[src/rtl/add_join_unit.sv]
// add_join_unit: waits for one vector from every enabled source, adds the
// vectors lane-wise in fixed point (saturating or wrapping), zeroes unused
// lanes, and queues the result in a first-word fall-through output FIFO.
// Source readiness is gated by a credit check, so a vector that has been
// accepted always has a FIFO slot reserved. The block also counts the
// vectors accepted downstream and pulses frame_done when a frame completes.
module add_join_unit #(
  parameter int                 NUM_SRC     = 3,
  parameter logic [NUM_SRC-1:0] SRC_EN      = '1,
  parameter int                 XW          = 16,
  parameter int                 QW          = 16,
  parameter int                 VALID_CHANS = XW,
  parameter int                 SAT         = 1,
  parameter int                 FIFO_DEPTH  = 4,
  parameter int                 FRAME_LEN   = 16
) (
  input  logic                                  clk,
  input  logic                                  rst,
  input  logic [NUM_SRC-1:0][XW-1:0][QW-1:0]    src_data_i,
  input  logic [NUM_SRC-1:0]                    src_valid_i,
  output logic [NUM_SRC-1:0]                    src_ready_o,
  output logic [XW-1:0][QW-1:0]                 data_o,
  output logic                                  valid_o,
  input  logic                                  ready_i,
  output logic                                  frame_done,
  output logic [$clog2(FRAME_LEN+1)-1:0]        vec_cnt
);

  // Guard width so that the sum of all sources cannot overflow before clamping.
  localparam int SW   = QW + $clog2(NUM_SRC) + 1;
  localparam int AW   = (FIFO_DEPTH > 1) ? $clog2(FIFO_DEPTH) : 1;
  localparam int CW   = AW + 1;
  localparam int OW   = AW + 2;
  localparam int VCW  = $clog2(FRAME_LEN + 1);

  localparam logic signed [SW-1:0] SAT_MAX = {{(SW-QW+1){1'b0}}, {(QW-1){1'b1}}};
  localparam logic signed [SW-1:0] SAT_MIN = {{(SW-QW+1){1'b1}}, {(QW-1){1'b0}}};

  if (SRC_EN == '0) begin : g_bad_src_en
    $error("add_join_unit: SRC_EN must enable at least one source");
  end
  if (NUM_SRC < 1 || NUM_SRC > 8) begin : g_bad_num_src
    $error("add_join_unit: NUM_SRC must be in 1..8");
  end
  if (VALID_CHANS < 1 || VALID_CHANS > XW) begin : g_bad_chans
    $error("add_join_unit: VALID_CHANS must be in 1..XW");
  end
  if (FIFO_DEPTH < 2 || (FIFO_DEPTH & (FIFO_DEPTH - 1)) != 0) begin : g_bad_depth
    $error("add_join_unit: FIFO_DEPTH must be a power of two, at least 2");
  end
  if (FRAME_LEN < 1) begin : g_bad_frame
    $error("add_join_unit: FRAME_LEN must be at least 1");
  end

  // Reduce a guard-width lane sum to QW bits: clamp when SAT, else keep low bits.
  function automatic logic signed [QW-1:0] sat_lane(input logic signed [SW-1:0] v);
    logic signed [QW-1:0] r;
    if (SAT == 0) begin
      r = $signed(v[QW-1:0]);
    end else if (v > SAT_MAX) begin
      r = $signed(SAT_MAX[QW-1:0]);
    end else if (v < SAT_MIN) begin
      r = $signed(SAT_MIN[QW-1:0]);
    end else begin
      r = $signed(v[QW-1:0]);
    end
    return r;
  endfunction

  logic                  all_v;
  logic                  credit_ok;
  logic                  fire;
  logic                  push;
  logic                  pop;
  logic [OW-1:0]         occ;
  logic [CW-1:0]         fifo_count;
  logic [AW-1:0]         wr_ptr;
  logic [AW-1:0]         rd_ptr;
  logic [XW-1:0][QW-1:0] fifo_mem [FIFO_DEPTH];

  logic signed [SW-1:0]  sum_c  [XW];
  logic signed [SW-1:0]  sum_p1 [XW];
  logic                  vld_p1;
  logic signed [QW-1:0]  res_p2 [XW];
  logic                  vld_p2;
  logic [XW-1:0][QW-1:0] res_vec_p2;

  // Join and credit: a pop this cycle already frees its slot for a new fire.
  assign all_v     = &(src_valid_i | ~SRC_EN);
  assign pop       = valid_o & ready_i;
  assign push      = vld_p2;
  assign occ       = OW'(fifo_count) + OW'(vld_p1) + OW'(vld_p2) - OW'(pop);
  assign credit_ok = occ < OW'(FIFO_DEPTH);
  assign fire      = all_v & credit_ok & ~rst;

  assign src_ready_o = SRC_EN & {NUM_SRC{fire}};

  // ---- stage 0 -> 1: sign-extended lane sums over enabled sources
  // Lane-wise sum of enabled sources; unused lanes are held at zero.
  always_comb begin
    for (int l = 0; l < XW; l++) begin
      sum_c[l] = '0;
      if (l < VALID_CHANS) begin
        for (int s = 0; s < NUM_SRC; s++) begin
          if (SRC_EN[s]) begin
            sum_c[l] = sum_c[l] + SW'($signed(src_data_i[s][l]));
          end
        end
      end
    end
  end

  // Datapath registers: stage-1 sums, stage-2 reduced lanes, FIFO storage.
  always_ff @(posedge clk) begin
    if (fire) begin
      sum_p1 <= sum_c;
    end
    // ---- stage 1 -> 2: saturate or wrap to QW bits
    for (int l = 0; l < XW; l++) begin
      res_p2[l] <= sat_lane(sum_p1[l]);
    end
    // ---- stage 2 -> FIFO
    if (push) begin
      fifo_mem[wr_ptr] <= res_vec_p2;
    end
  end

  // Repack the stage-2 lanes into the FIFO word layout.
  always_comb begin
    res_vec_p2 = '0;
    for (int l = 0; l < XW; l++) begin
      res_vec_p2[l] = res_p2[l];
    end
  end

  // Control state: pipeline valids, FIFO pointers/occupancy, frame counter.
  always_ff @(posedge clk) begin
    if (rst) begin
      vld_p1     <= 1'b0;
      vld_p2     <= 1'b0;
      wr_ptr     <= '0;
      rd_ptr     <= '0;
      fifo_count <= '0;
      vec_cnt    <= '0;
      frame_done <= 1'b0;
    end else begin
      vld_p1 <= fire;
      vld_p2 <= vld_p1;
      if (push) begin
        wr_ptr <= wr_ptr + 1'b1;
      end
      if (pop) begin
        rd_ptr <= rd_ptr + 1'b1;
      end
      case ({push, pop})
        2'b10:   fifo_count <= fifo_count + 1'b1;
        2'b01:   fifo_count <= fifo_count - 1'b1;
        default: fifo_count <= fifo_count;
      endcase
      frame_done <= 1'b0;
      if (pop) begin
        if (vec_cnt == VCW'(FRAME_LEN - 1)) begin
          vec_cnt    <= '0;
          frame_done <= 1'b1;
        end else begin
          vec_cnt <= vec_cnt + 1'b1;
        end
      end
    end
  end

  // FIFO head is shown only while valid so an empty queue presents zeros.
  assign valid_o = (fifo_count != '0);
  assign data_o  = valid_o ? fifo_mem[rd_ptr] : '0;

endmodule

[config.mk]
export PLATFORM = sky130hd
export DESIGN_NAME = add_join_unit
export DESIGN_NICKNAME = d
export VERILOG_FILES = /design/src/rtl/add_join_unit.sv
export SDC_FILE = /design/constraint.sdc
export NUM_CORES = 2
export LEC_CHECK = 0
export ABC_AREA = 1
export CAP_MARGIN = 30
export CORE_AREA = 10 10 396 398
export DETAILED_ROUTE_END_ITERATION = 6
export DIE_AREA = 0 0 406 408
export HOLD_SLACK_MARGIN = 0.08
export PLACE_DENSITY = 0.86
export SLEW_MARGIN = 10
export SYNTH_ARGS = -nofsm -noshare
export SYNTH_HDL_FRONTEND = slang
export SYNTH_SLANG_ARGS = --single-unit
[constraint.sdc]
create_clock -name clk -period 45.2 [get_ports clk]
set_clock_uncertainty 0.15 [all_clocks]
set_input_delay 13.56 -clock clk [delete_from_list [all_inputs] [get_ports clk]]
set_output_delay 13.56 -clock clk [all_outputs]
set_load 0.02 [all_outputs]
==> flow_metrics.env <==
export IMPL_power_frac_comb_pct=21.1
export IMPL_cts_inserted_buffers=159
export IMPL_synth_edff_count=1312
export IMPL_synth_warning_count=0
export IMPL_cp_data_arrival_time_ns=16.81
export IMPL_drcViolationCount=0
export IMPL_h_tree_depth=4
export IMPL_netlist_top_cells_area="edfxtp_1, nand2_1, dfxtp_1, fa_1, nor2_1"
export IMPL_r2r_end="sum_p1[282]$_DFFE_PP_"
export IMPL_crit_end="src_ready_o[0]"
export IMPL_top_layer="met5"
export IMPL_layout_commonest_cell="nand2_1"
export IMPL_cts_tree="done"
export IMPL_start_util_pct=52.5
export IMPL_syn_avg_cell_area_um2=9.98
export IMPL_switchingPower_uw=1080
export IMPL_fp_coreArea_um2=149000
export IMPL_rows=142
export IMPL_p_sw_share_pct=28.3
export IMPL_fin_crit_ns=30.52
export IMPL_met2_length_um=111000
export IMPL_ys_flop_type="edfxtp_1"
export IMPL_ys_ff_latch=1585
export IMPL_final_cell_mix="nand2_1, edfxtp_1, nor2_1"
export IMPL_final_cell_area_um2=95800
export IMPL_vias_per_cell=5.31
export IMPL_setup_violations=0
export IMPL_cts_resized=0
export IMPL_finalWeightedCongestion=0.965
export IMPL_synth_area_um2=78100
export IMPL_fin_tns_setup_ns=0
export IMPL_drt_total_wl_um=228000
export IMPL_synthDistinctLibCells=29
export IMPL_required_ns=31.49
export IMPL_synth_top_cell_area_share_pct=50.4
export IMPL_hold_viol=0
export IMPL_hp_start="sum_p1[283]$_DFFE_PP_"
export IMPL_rsz0062_at_grt="false"
export IMPL_cellPowerDensity_nw_per_um2=39.7
export IMPL_grt_max_degree=241
export IMPL_grt_pass1_wl_um=342000
export IMPL_power_share_sequential_pct=43.8
export IMPL_cap_violations=0
export IMPL_area_growth_pct=22.6
export IMPL_final_core_util_pct=64.3
export IMPL_firstDrtPassIters=6
export IMPL_die_area_um2=166000
export IMPL_place_area_um2=90100
export IMPL_cts_root_buf="clkbuf_16"
export IMPL_p_leak_uw=0.0401
export IMPL_nNetsFinal=10200
export IMPL_whs_path_depth=0
export IMPL_yosysTopAreaCell="edfxtp_1"
export IMPL_postCtsHoldBufs=0
export IMPL_endpoint_kind="primary output"
export IMPL_r2r_cells=17
export IMPL_cts_sinks=1585
export IMPL_criticalPathCategory="in2out"
export IMPL_run_status="finished clean"
export IMPL_wl_per_cell_um=20.8
export IMPL_crit_start="ready_i"
export IMPL_dieHeight_um=408
export IMPL_syn_num_nets=9136
export IMPL_synth_async_reset_ratio_pct=0
export IMPL_clk_pin_slew_ns=0.05
export IMPL_r2r_start="fifo_count[1]$_SDFFE_PP0P_"
export IMPL_r2r_slack_ns=39.82
export IMPL_period_share_pct=67.5
export IMPL_drt_initial_drc_count=4774
export IMPL_pin_count=1040
export IMPL_grt_pass1_vias=58200
export IMPL_ant_nets=0
export IMPL_wl_met3_um=20000
export IMPL_post_cts_buffers=0
export IMPL_io_buffers=1039
export IMPL_hold_class="reg2reg"
export IMPL_p_int_uw=2730
export IMPL_die_w_um=406
export IMPL_dp_hpwl_um=165000
export IMPL_slew_headroom_pct=26.3
export IMPL_via_count=58100
export IMPL_final_max_slew_viol_count=0
export IMPL_antenna_found_initial=46
export IMPL_cp_max_fo=9
export IMPL_grt_overflow_total=0
export IMPL_tightest_slew_ns=1.11
export IMPL_ir_drop_v=0.0000360
export IMPL_fmax_mhz=32.8
export IMPL_clock_path_buffers=3
export IMPL_ys_seq_area_share_pct=57.4
export IMPL_synthCells=7823
export IMPL_p_clk_share_pct=35.1
export IMPL_wl_met1_um=86200
export IMPL_clk_latency_ns=0.78
export IMPL_critPathLaunchType="input pin"
export IMPL_drive_gt1_share_pct=3.84
export IMPL_gr_usage_all_layers_pct=26.8
-- power groups by stage --
stage	Sequential (uW)	Combinational [uW]	Clock (uW)
floorplan	1690	495	0
global placement	1690	777	0
detailed placement	1690	791	0
CTS	1660	799	1350
global route	1670	896	1410
finish	1660	803	1330
-- cell usage after synthesis, types with 4 or more instances --
master / instances
clkbuf_2: 24
nand2_1: 1517
nor3_1: 45
inv_1: 1087
and2_1: 23
edfxtp_1: 1312
buf_1: 4
nor2_1: 1191
or2_2: 16
nand3_1: 205
buf_2: 105
xor2_1: 90
o21ai_0: 452
clkbuf_1: 78
nand4_1: 20
nand3b_1: 15
ha_1: 266
xnor2_1: 24
a21oi_1: 666
dfxtp_1: 273
fa_1: 273
buf_4: 7
o21ai_1: 93
buf_6: 32
-- worst max-delay path, stage by stage --
cell	delay, ns
clkdlybuf4s50_1	0.53
nand2_1	0.19
inv_2	0.19
nand2_1	0.10
o21ai_0	0.09
ha_1	0.25
a21o_1	0.19
nand2_1	0.08
nand2_1	0.06
nand2_1	0.05
nand3b_1	0.13
nor2_4	0.60
clkdlybuf4s50_1	0.76
-- worst min path at each step --
stage                                          end  slack (ns)
final                     res_p2[0][31]$_SDFF_PN0_        0.22
after global routing      res_p2[0][31]$_SDFF_PN0_        0.22
after global placement    res_p2[0][31]$_SDFF_PN0_        0.21
after detailed placement  res_p2[1][79]$_SDFF_PN0_        0.21
after CTS                 res_p2[0][31]$_SDFF_PN0_        0.22
after floorplan                    push$_SDFF_PP0_        0.26
-- sequential cells by signal, indices dropped and copies added, names as in the netlist, named ones only --
signal and cells:
fifo_count 3, fifo_mem 1024, frame_done 1, push 1, rd_ptr 2, res_p2 256, sum_p1 288, vec_cnt 5
vld_p1 1, wr_ptr 2
-- routing by layer --
metal	track usage, %	vias to the layer above
met5	0	-
met4	11.4	58
met3	7.15	466
met2	45.2	2342
met1	32.4	27600
li1	-	27600
-- stage by stage --
stage | cells | worst slack (ns) | power, uW | hold WS (ns)
3_5_place_dp | 10600 | 14.69 | 2490 | 0.207
5_1_grt | 10900 | 14.51 | 3970 | 0.224
3_3_place_gp | 10600 | 14.54 | 2470 | 0.208
2_1_floorplan | 7823 | 3.46 | 2190 | 0.257
6_report | 10900 | 14.68 | 3800 | 0.220
4_1_cts | 10900 | 14.67 | 3810 | 0.220
-- final cells by class --
| type | instances | area [um2] |
|---|---|---|
| clock buffers | 222 | 4380 |
| repair buffers | 1113 | 11100 |
| clock inverters | 76 | 1000 |
| well taps | 1944 | 2430 |
| diodes | 11 | 27.5 |
| multi-input cells | 4899 | 27800 |
| fillers | 11300 | 53100 |
| flip-flops and latches | 1585 | 44900 |
| inverters | 1089 | 4150 |
-- cells by family (layout without fill, tap and decap cells) --
kind of cell	after synthesis	count (layout)	synth area share (%)
buf+inv	1339	2500	6.99
fa+ha+maj	539	539	11.3
xor+xnor	114	114	1.28
flops	1585	1585	57.4
other cells	0	11	0
compound gates	1212	1212	7.77
simple gates	3034	3034	15.3
(Power assumes the default switching activity.)
